==> src/rtl/puf_pkg.sv <==
`default_nettype none
// ============================================================================
// Module      : puf_pkg
// Description : Shared types and default constants for the RO-PUF challenger.
// Revision    : 1.0 - initial release
// ============================================================================
package puf_pkg;

    // Challenger sequencing states
    typedef enum logic [2:0] {
        ST_IDLE   = 3'd0,
        ST_CLEAR  = 3'd1,
        ST_RUN    = 3'd2,
        ST_SETTLE = 3'd3,
        ST_SAMPLE = 3'd4,
        ST_DONE   = 3'd5
    } state_t;

    localparam int DEF_N_BITS        = 8;
    localparam int DEF_SEL_W         = 4;
    localparam int DEF_CLR_CYCLES    = 2;
    localparam int DEF_MEAS_CYCLES   = 4095;
    localparam int DEF_SETTLE_CYCLES = 4;

    // Timers count 0..P-1, so the widest phase length P needs clog2(P) bits.
    function automatic int timer_width(input int clr, input int meas, input int settle);
        int m;
        m = clr;
        if (meas > m)   m = meas;
        if (settle > m) m = settle;
        return (m > 1) ? $clog2(m) : 1;
    endfunction

    localparam int DEF_TIMER_W = timer_width(DEF_CLR_CYCLES, DEF_MEAS_CYCLES, DEF_SETTLE_CYCLES);

endpackage
`default_nettype wire

==> src/rtl/puf_sync2.sv <==
`default_nettype none
// ============================================================================
// Module      : puf_sync2
// Description : Two-flop synchronizer for the asynchronous PUF comparison bit.
// Revision    : 1.0 - initial release
// ============================================================================
module puf_sync2 (
    input  logic clock,
    input  logic reset_n,
    input  logic d,
    output logic q
);

    logic meta;

    // Two-stage capture; first stage may go metastable, second resolves it
    always_ff @(posedge clock or negedge reset_n) begin
        if (!reset_n) begin
            meta <= 1'b0;
            q    <= 1'b0;
        end else begin
            meta <= d;
            q    <= meta;
        end
    end

endmodule
`default_nettype wire

==> src/rtl/puf_challenger.sv <==
`default_nettype none
// ============================================================================
// Module      : puf_challenger
// Description : Walks N_BITS oscillator-pair challenges through clear, run,
//               settle and sample phases and assembles the PUF response word.
// Revision    : 1.0 - initial release
// ============================================================================
module puf_challenger
    import puf_pkg::*;
#(
    parameter int N_BITS        = DEF_N_BITS,
    parameter int SEL_W         = DEF_SEL_W,
    parameter int CLR_CYCLES    = DEF_CLR_CYCLES,
    parameter int MEAS_CYCLES   = DEF_MEAS_CYCLES,
    parameter int SETTLE_CYCLES = DEF_SETTLE_CYCLES
) (
    input  logic              clock,
    input  logic              reset_n,
    input  logic              start,
    input  logic [SEL_W-1:0]  seed,
    input  logic              puf_in,
    output logic [SEL_W-1:0]  select1,
    output logic [SEL_W-1:0]  select2,
    output logic              ro_enable,
    output logic              ro_reset,
    output logic              busy,
    output logic              done,
    output logic [N_BITS-1:0] response
);

    localparam int TIMER_W = timer_width(CLR_CYCLES, MEAS_CYCLES, SETTLE_CYCLES);
    localparam int IDX_W   = (N_BITS > 1) ? $clog2(N_BITS) : 1;

    localparam logic [TIMER_W-1:0] CLR_LAST    = TIMER_W'(CLR_CYCLES - 1);
    localparam logic [TIMER_W-1:0] MEAS_LAST   = TIMER_W'(MEAS_CYCLES - 1);
    localparam logic [TIMER_W-1:0] SETTLE_LAST = TIMER_W'(SETTLE_CYCLES - 1);
    localparam logic [IDX_W-1:0]   IDX_LAST    = IDX_W'(N_BITS - 1);

    state_t             state;
    state_t             state_next;
    logic [TIMER_W-1:0] timer;
    logic [IDX_W-1:0]   idx;
    logic               puf_sync;

    puf_sync2 u_sync (
        .clock   (clock),
        .reset_n (reset_n),
        .d       (puf_in),
        .q       (puf_sync)
    );

    // State register
    always_ff @(posedge clock or negedge reset_n) begin
        if (!reset_n) begin
            state <= ST_IDLE;
        end else begin
            state <= state_next;
        end
    end

    // Next-state sequencing and Moore decode of the oscillator controls
    always_comb begin
        state_next = state;
        ro_reset   = 1'b0;
        ro_enable  = 1'b0;
        busy       = 1'b0;
        done       = 1'b0;
        unique case (state)
            ST_IDLE: begin
                if (start) state_next = ST_CLEAR;
            end
            ST_CLEAR: begin
                ro_reset = 1'b1;
                busy     = 1'b1;
                if (timer == CLR_LAST) state_next = ST_RUN;
            end
            ST_RUN: begin
                ro_enable = 1'b1;
                busy      = 1'b1;
                if (timer == MEAS_LAST) state_next = ST_SETTLE;
            end
            ST_SETTLE: begin
                busy = 1'b1;
                if (timer == SETTLE_LAST) state_next = ST_SAMPLE;
            end
            ST_SAMPLE: begin
                busy       = 1'b1;
                state_next = (idx == IDX_LAST) ? ST_DONE : ST_CLEAR;
            end
            ST_DONE: begin
                done       = 1'b1;
                state_next = ST_IDLE;
            end
            default: begin
                state_next = ST_IDLE;
            end
        endcase
    end

    // Phase timer: counts within a timed phase, restarts on every phase change
    always_ff @(posedge clock or negedge reset_n) begin
        if (!reset_n) begin
            timer <= '0;
        end else if (state_next != state) begin
            timer <= '0;
        end else if (state inside {ST_CLEAR, ST_RUN, ST_SETTLE}) begin
            timer <= timer + 1'b1;
        end
    end

    // Challenge index, oscillator selects and response assembly
    always_ff @(posedge clock or negedge reset_n) begin
        if (!reset_n) begin
            select1  <= '0;
            select2  <= '0;
            idx      <= '0;
            response <= '0;
        end else begin
            if (state == ST_IDLE && start) begin
                select1  <= seed;
                select2  <= seed + 1'b1;
                idx      <= '0;
                response <= '0;
            end else if (state == ST_SAMPLE) begin
                response[idx] <= puf_sync;
                if (idx != IDX_LAST) begin
                    // Next pair is two oscillators further on; wrap by truncation
                    idx     <= idx + 1'b1;
                    select1 <= select1 + SEL_W'(2);
                    select2 <= select1 + SEL_W'(3);
                end
            end
        end
    end

endmodule
`default_nettype wire

==> config.mk <==
export PLATFORM = sky130hd
export DESIGN_NAME = puf_challenger
export DESIGN_NICKNAME = d
export VERILOG_FILES = /design/src/rtl/puf_pkg.sv /design/src/rtl/puf_sync2.sv /design/src/rtl/puf_challenger.sv
export SDC_FILE = /design/constraint.sdc
export NUM_CORES = 1
export LEC_CHECK = 0
export CORE_ASPECT_RATIO = 0.7
export CORE_MARGIN = 2
export CORE_UTILIZATION = 48
export CTS_BUF_LIST = sky130_fd_sc_hd__clkbuf_16
export DETAILED_ROUTE_END_ITERATION = 10
export PLACE_DENSITY = 0.74
export REMOVE_ABC_BUFFERS = 1
export SLEW_MARGIN = 10
export SYNTH_ARGS = -nofsm -noshare
export SYNTH_HDL_FRONTEND = slang
export SYNTH_SLANG_ARGS = --single-unit
==> constraint.sdc <==
create_clock -name clock -period 4.6 [get_ports clock]
set_clock_uncertainty 0.15 [all_clocks]
set_input_delay 0.46 -clock clock [delete_from_list [all_inputs] [get_ports clock]]
set_output_delay 0.46 -clock clock [all_outputs]
set_load 0.01 [all_outputs]
# Word-level counts from Yosys, hierarchy flattened
# Index checks and enable logic that the tools add are counted.
# word_totals
regBits	36
out_inout_bits	20
word_cells	61
# op_classes
add_sub_neg	5
order_cmp	2
n_eq_ne	11
mux	26
reduce_logical	9
# op_table
operator	count
$mux 12	2
$mux 3	8
$mux 4	6
$mux 8	2
$pmux 3 s5	1
$add 12x1->12 const B	1
$eq 12x1->1 const B	1
$eq 12x12->1 const B	1
$eq 12x2->1 const B	1
$eq 3x3->1 const B	3
$add 4x2->4 const B	2
$bwmux 8	1
$eq 3x2->1 const B	2
$reduce_bool 2->1	3
$mux 1	5
$add 4x1->4 const B	1
$lt 3x4->1 const B	1
$reduce_or 4->1	1
$add 3x1->3 const B	1
$demux 1 s3	1
$eq 3x1->1 const B	1
$ge 3x1->1 const B	1
$logic_not 3->1	1
$ne 3x3->1	1
other kinds (4)	5

# Depth between registers and ports, before layout
# Gate-level depths: netlist (run 1).
# logic_depth
word_depth	7
mapped_depth	7

# By module
# From an unflattened synthesis (run 1), not the netlist that was laid out.
# unflattened
cells_unflattened	210
area_unflattened_um2	2025.7
# by_module_without_submodules
module	instances	cells_per_inst	area_each_um2	seq_area_each_um2
puf_challenger	1	208	1975.6	850.8
puf_sync2	1	2	50.0	50.0

# Worst setup path before layout (run 1)
# Ideal clock, no wire load.
# synth_path
path_type	flip-flop to flip-flop
start	register idx[1]
end	register select1[1]
setup_time_ps	94
arrival_time_ps	1693
required_time_ps	4356
setup_slack_ps	2663
stages_incl_launch_ff	6
synth_period_minus_slack_ps	1937
path_cell_list	dfrtp_1 -> ha_1 -> ha_1 -> a2111oi_4 -> nand2_1 -> a221oi_2
# synth_between
elab_chain_cells	3
# synth_rtl
item	line	rtl
start, declared	puf_challenger.sv:42	logic [IDX_W-1:0] idx;
start signal, assigned	puf_challenger.sv:128	idx <= idx + 1'b1;
$ne 3x3->1	puf_challenger.sv:126	if (idx != IDX_LAST) begin
$reduce_bool 2->1 (no source line)	--	
$reduce_and 2->1 (no source line)	--	
end signal, assigned	puf_challenger.sv:129	select1 <= select1 + SEL_W'(2);
end, declared	puf_challenger.sv:22	output logic [SEL_W-1:0] select1,
# Every way passes these cells.
# A chain may end at the register's enable or synchronous reset.

# Final worst setup path (run 1)
# layout_path
start	register state[1]
end	output busy
# layout_between
elab_chain_cells	3
word_cells_on_any_way	6
# layout_rtl
item	line	rtl
start, declared	puf_challenger.sv:39	state_t state;
start signal, assigned	puf_challenger.sv:57	state <= state_next;
$eq 3x1->1 (tied with other cells)	puf_challenger.sv:68	unique case (state)
$reduce_or 4->1 (no source line) (*)	--	
$mux 1 (*)	puf_challenger.sv:68	
end, declared	puf_challenger.sv:26	output logic busy,
# Mark *: on every way between the ends. The rest lies on a longest branch, timed or not.

==> flow_summary.yaml, run 1 <==
synthesis:
  synth_warnings: 0
  postSynthCellCount: 208
  synthesis.area_sq_um: 2070
  synth_edf_count: 0
  synth.avg_cell_area_sq_um: 9.94
  synth_area_leaders: "dfrtp_1 44%, ha_1 5.4%, nand2_1 3.8%"
  synth_top_area_share_pct: 43.6
  synth-seq-cells: 36
  netlist-cell-type-count: 49
  yosysTopAreaCell: "dfrtp_1"
  yosysSeqAreaShare_pct: 43.6
  async_flop_share_pct: 100
  ys.flop_type: "dfrtp_1"
power_and_ir_drop:
  power_per_cell_area_nw_per_um2: 309
  max-vdd-ir-drop_uv: 213
  power.total_mw: 0.785
  p_leak_nw: 1.01
timing:
  period_needed_ps: 2560
  rsz0062_at_grt: "no"
  maxSlewHeadroom_pct: 58.6
  fin_hold_ws_ps: 202
  hold_violations: 0
  worst_pin_slew_ps: 618
  period_share_pct: 55.7
  drv_slew: 0
  setup_violations: 0
  fin_tns_setup_ps: 0
  fmax_ghz: 0.390
floorplan:
  boundaryPins: 28
  initial_core_util_pct: 51.5
  num_rows: 19
  coreArea_sq_um: 4020
  die_h_um: 58.9
  die_w_um: 82.5
  die_area_sq_um: 4860
status:
  outcome: "completed"
place:
  dpl.cell_count: 280
  port_buffers: 27
  place.gp.congestion: 0.885
  hpwl_mm: 3.00
clock_network:
  cts_tree: "built"
  cts_buffers: 5
  postCtsResizedCells: 0
  cts_max_path_buffers: 2
  cts_num_sinks: 36
  clkSlewWorstSetupHoldPaths_ps: 60
  post_cts.repair.setup_buffers: 0
  clock_latency_ps: 280
  cts.htree.levels: 2
  ctsHoldBuffers: 0
  root_buffer: "clkbuf_16"
setup_path:
  worstReg2RegStart: "state[1]"
  r2r_slack_ps: 2210
  worst-path-max-fanout: 16
  start_kind: "flip-flop"
  path_class: "flip-flop to primary output"
  end_kind: "primary output"
  r2r_end: "timer[6]"
  crit_arrival_ps: 1950
  reg2regPathDepth: 4
  endpoint: "busy"
  crit_required_ps: 3990
  crit_start: "state[1]"
drt:
  drtIter0Drc: 110
  drt-pass1-iter-count: 4
  drcViolationCount: 0
  via_per_inst: 5.55
  wirelength_mm: 4.24
  wl_per_cell_um: 14.7
  drtAntennaViolNets: 0
  vias: 1597
final_layout:
  finish.net_count: 252
  layout.cells.non_filler: 288
  drive_above_1_share_pct: 11.9
  syn2layout_area_growth_pct: 22.7
  num_antenna_cells: 0
job:
  drv_cap: 0
global_routing:
  grt_pass1_vias: 1547
  antenna_found_initial: 0
  gr-total-overflow: 0
  grt_first_pass_wirelength_mm: 7.43
  grt_max_degree: 37
  grt.total_usage_pct: 20.6
hold_path:
  hold_class: "flip-flop to flip-flop"
==> cells in the mapped netlist (all sizes together), types with 2 or more instances <==
| master | n |
|---|---|
| dfrtp | 36 |
| nand2 | 21 |
| nor2 | 16 |
| nand3 | 15 |
| a21oi | 10 |
| ha | 9 |
| inv | 9 |
| nor3 | 9 |
| xor2 | 9 |
| buf | 8 |
| nand4 | 7 |
| o21ai | 7 |
| xnor2 | 7 |
| mux2i | 5 |
| a221oi | 3 |
| nor2b | 3 |
| nor4b | 3 |
| a211oi | 2 |
| and2 | 2 |
| and4 | 2 |
| clkbuf | 2 |
| nor3b | 2 |
| nor4 | 2 |
| o21ba | 2 |
| o31ai | 2 |
| or4 | 2 |
==> stage by stage <==
stage / setup slack, ps / util, % / area, sq um
6_report: 2040 / 63.2 / 2540
5_1_grt: 1900 / 63.2 / 2540
4_1_cts: 2040 / 63.2 / 2540
3_5_place_dp: 2230 / 59.0 / 2370
3_3_place_gp: 2320 / 59.0 / 2370
2_1_floorplan: 2390 / - / 2010
==> power by group <==
part | internal [mW] | switching (mW)
logic | 0.0322 | 0.0282
clock network | 0.254 | 0.133
registers | 0.327 | 0.00960
total | 0.614 | 0.171
==> cell type report <==
cell class	count	area, sq um
clock buffers	5	125
clock inverters	3	42.5
fillers	322	1480
inverters	9	33.8
multi-input cells	153	1080
flip-flops and latches	36	901
well taps	52	65.1
repair buffers	30	293
==> cells in the final DEF, fill, tap and decap left out, types with 2 or more instances in the layout <==
master and count:
nor3_1 9, mux2i_1 5, xor2_1 9, xnor2_1 7
ha_1 9, a211oi_2 2, nor4_1 2, nor2b_1 3
o31ai_1 2, clkbuf_16 5, nor2_1 15, nor4b_2 2
dfrtp_1 36, nand3_1 14, inv_1 9, clkdlybuf4s50_1 27
o21ba_2 2, a221oi_1 2, nor3b_1 2, a21oi_1 10
buf_4 3, o21ai_0 6, nand4_1 7, nand2_1 21
==> kinds of logic after synthesis <==
| logic type | after synthesis | synth area share [%] |
|---|---|---|
| flops | 36 | 43.6 |
| fa+ha+maj | 9 | 5.44 |
| buf+inv | 19 | 4.36 |
| compound gates | 31 | 11.8 |
| mux | 6 | 2.96 |
| xor+xnor | 16 | 6.78 |
| simple gates | 91 | 25.1 |
==> sequential cells by signal, indices dropped and copies added, names as in the netlist <==
register	cells
idx	3
response	8
select1	4
select2	4
state	3
timer	12
u_sync.meta	1
u_sync.q	1
==> worst min path at each step <==
stage                      startpoint        to  slack (ps)  depth (start not counted)
after floorplan               reset_n    idx[0]          10                          0
after global routing      u_sync.meta  u_sync.q         210                          0
after detailed placement  u_sync.meta  u_sync.q         190                          0
after global placement    u_sync.meta  u_sync.q         180                          0
after CTS                 u_sync.meta  u_sync.q         200                          0
final                     u_sync.meta  u_sync.q         200                          0
==> worst max-delay path: stages (launching register included) <==
cell,delay (ps)
dfrtp_1,730
nor2_1,190
xnor2_1,190
clkdlybuf4s50_1,560
==> metal layers <==
layer | wire length (um) | global-route usage [%]
met5 | 0 | 0
met1 | 2070 | 30.2
met2 | 1930 | 30.1
met4 | 38 | 5.00
met3 | 199 | 5.67
(Power assumes the default switching activity.)
==> run 2: changes to the inputs <==
PLACE_DENSITY = 0.77   (was 0.74)
clock period = 2.1 ns   (was 4.6 ns; I/O delays follow)
==> flow_summary.yaml, run 2 (synthesis results as in run 1) <==
clock_network:
  ctsHoldBuffers: 0
  cts_buffers: 5
  cts.htree.levels: 2
  root_buffer: "clkbuf_16"
  cts_tree: "built"
  cts_max_path_buffers: 2
  clkSlewWorstSetupHoldPaths_ps: 50
  cts_num_sinks: 36
  clock_latency_ps: 280
floorplan:
  num_rows: 19
  die_w_um: 82.5
  initial_core_util_pct: 51.5
  die_area_sq_um: 4860
  boundaryPins: 28
  coreArea_sq_um: 4020
  die_h_um: 58.9
setup_path:
  crit_required_ps: 1740
  end_kind: "primary output"
  crit_chain: "buf_4 -> and3b_1 -> clkdlybuf4s50_1"
  max_stage_delay_ps: 530
  r2r_slack_ps: 140
  start_kind: "flip-flop"
  r2r_end: "state[1]"
  critPathTopFamily: "buffers and inverters"
  path_class: "flip-flop to primary output"
  worstReg2RegStart: "timer[2]"
  reg2regPathDepth: 4
  path_buf_inv: 2
  worst-path-max-fanout: 13
  crit_arrival_ps: 1650
  critPathSlowestCell: "clkdlybuf4s50_1"
place:
  hpwl_mm: 3.15
  dpl.cell_count: 295
  place.gp.congestion: 0.903
  dp_worst_setup_slack_ps: 128
  port_buffers: 27
hold_path:
  hold_class: "input port to asynchronous set/reset pin"
drt:
  drtIter0Drc: 160
  drt-pass1-iter-count: 6
  via_per_inst: 5.63
  drtAntennaViolNets: 0
  wl_per_cell_um: 14.5
  drcViolationCount: 0
  vias: 1707
  wirelength_mm: 4.39
timing:
  rsz0062_at_grt: "no"
  period_share_pct: 95.5
  fmax_ghz: 0.498
  fin_hold_ws_ps: 199
  maxSlewHeadroom_pct: 66.9
  setup_violations: 0
  drv_slew: 0
  period_needed_ps: 2010
  worst_pin_slew_ps: 492
  setup_ws_ps: 93.8
  hold_violations: 0
final_layout:
  most-common-layout-cells: "33 x dfrtp_1, 26 x clkdlybuf4s50_1, 21 x nand2_1"
  largest_reg_flops: 12
  drive_above_1_share_pct: 18.3
  num_antenna_cells: 0
  finish.net_count: 268
  postLayoutCoreUtil_pct: 65.7
  reg.largest.list: "timer: 12 flops, response: 8 flops"
  layout.cells.non_filler: 303
  syn2layout_area_growth_pct: 27.7
  top_register: "timer"
  layout_commonest_cell: "dfrtp_1"
global_routing:
  grt_max_degree: 37
  grt_pass1_vias: 1562
  grt.total_usage_pct: 20.5
  gr-total-overflow: 0
  antenna_found_initial: 0
  grt_first_pass_wirelength_mm: 7.43
power_and_ir_drop:
  p_leak_nw: 1.08
  power.total_mw: 1.56
  power_per_cell_area_nw_per_um2: 590
  max-vdd-ir-drop_uv: 420
status:
  outcome: "completed"
job:
  drv_cap: 0
[run 2: power breakdown]
part | switching, mW | internal (mW) | leakage, nW
clock | 0.260 | 0.425 | 0.0709
sequential | 0.0185 | 0.718 | 0.430
combinational | 0.0640 | 0.0728 | 0.583
[run 2: area by class of cell]
| type | instances | area [sq um] |
|---|---|---|
| multi-input combinational | 153 | 1080 |
| clock buffer | 5 | 125 |
| clock inverter | 2 | 8.76 |
| inverter | 9 | 33.8 |
| tap | 52 | 65.1 |
| timing repair buffer | 46 | 424 |
| sequential | 36 | 905 |
| fill | 307 | 1380 |
[run 2: through the flow]
stage	instance area, sq um	setup TNS (ps)
floorplan	2010	-408
CTS	2630	0
detailed placement	2490	0
finish	2640	0
global route	2640	0
global placement	2490	0
[run 2: how the worst max path moves through the flow]
stage | startpoint | to | depth (start not counted)
6_report | state[2] | done | 3
3_3_place_gp | idx[0] | select2[0] | 5
5_1_grt | state[2] | done | 3
4_1_cts | state[0] | done | 3
3_5_place_dp | timer[1] | timer[11] | 7
2_1_floorplan | state[2] | select2[0] | 3
[run 2: per-layer routing]
metal | vias to the layer above | GRT usage, % | share of wire (%)
met3 | 7 | 4.29 | 4.7
li1 | 834 | - | -
met1 | 814 | 30.4 | 50
met4 | 0 | 8.57 | 1.6
met2 | 52 | 29.1 | 44
met5 | - | 0 | 0
[run 2: what timing repair did]
| item | CTS | global route |
|---|---|---|
| setup endpoints to repair | 1 | 5 |
| buffers inserted | 0 | 1 |
| pin swaps | 0 | 1 |
| gates resized for setup | 1 | 4 |
[run 2: worst register-to-register path: stages (launching register included)]
cell,delay [ps]
dfrtp_1,430
nor4_1,500
nand4_1,230
or3b_1,420
a21oi_1,150
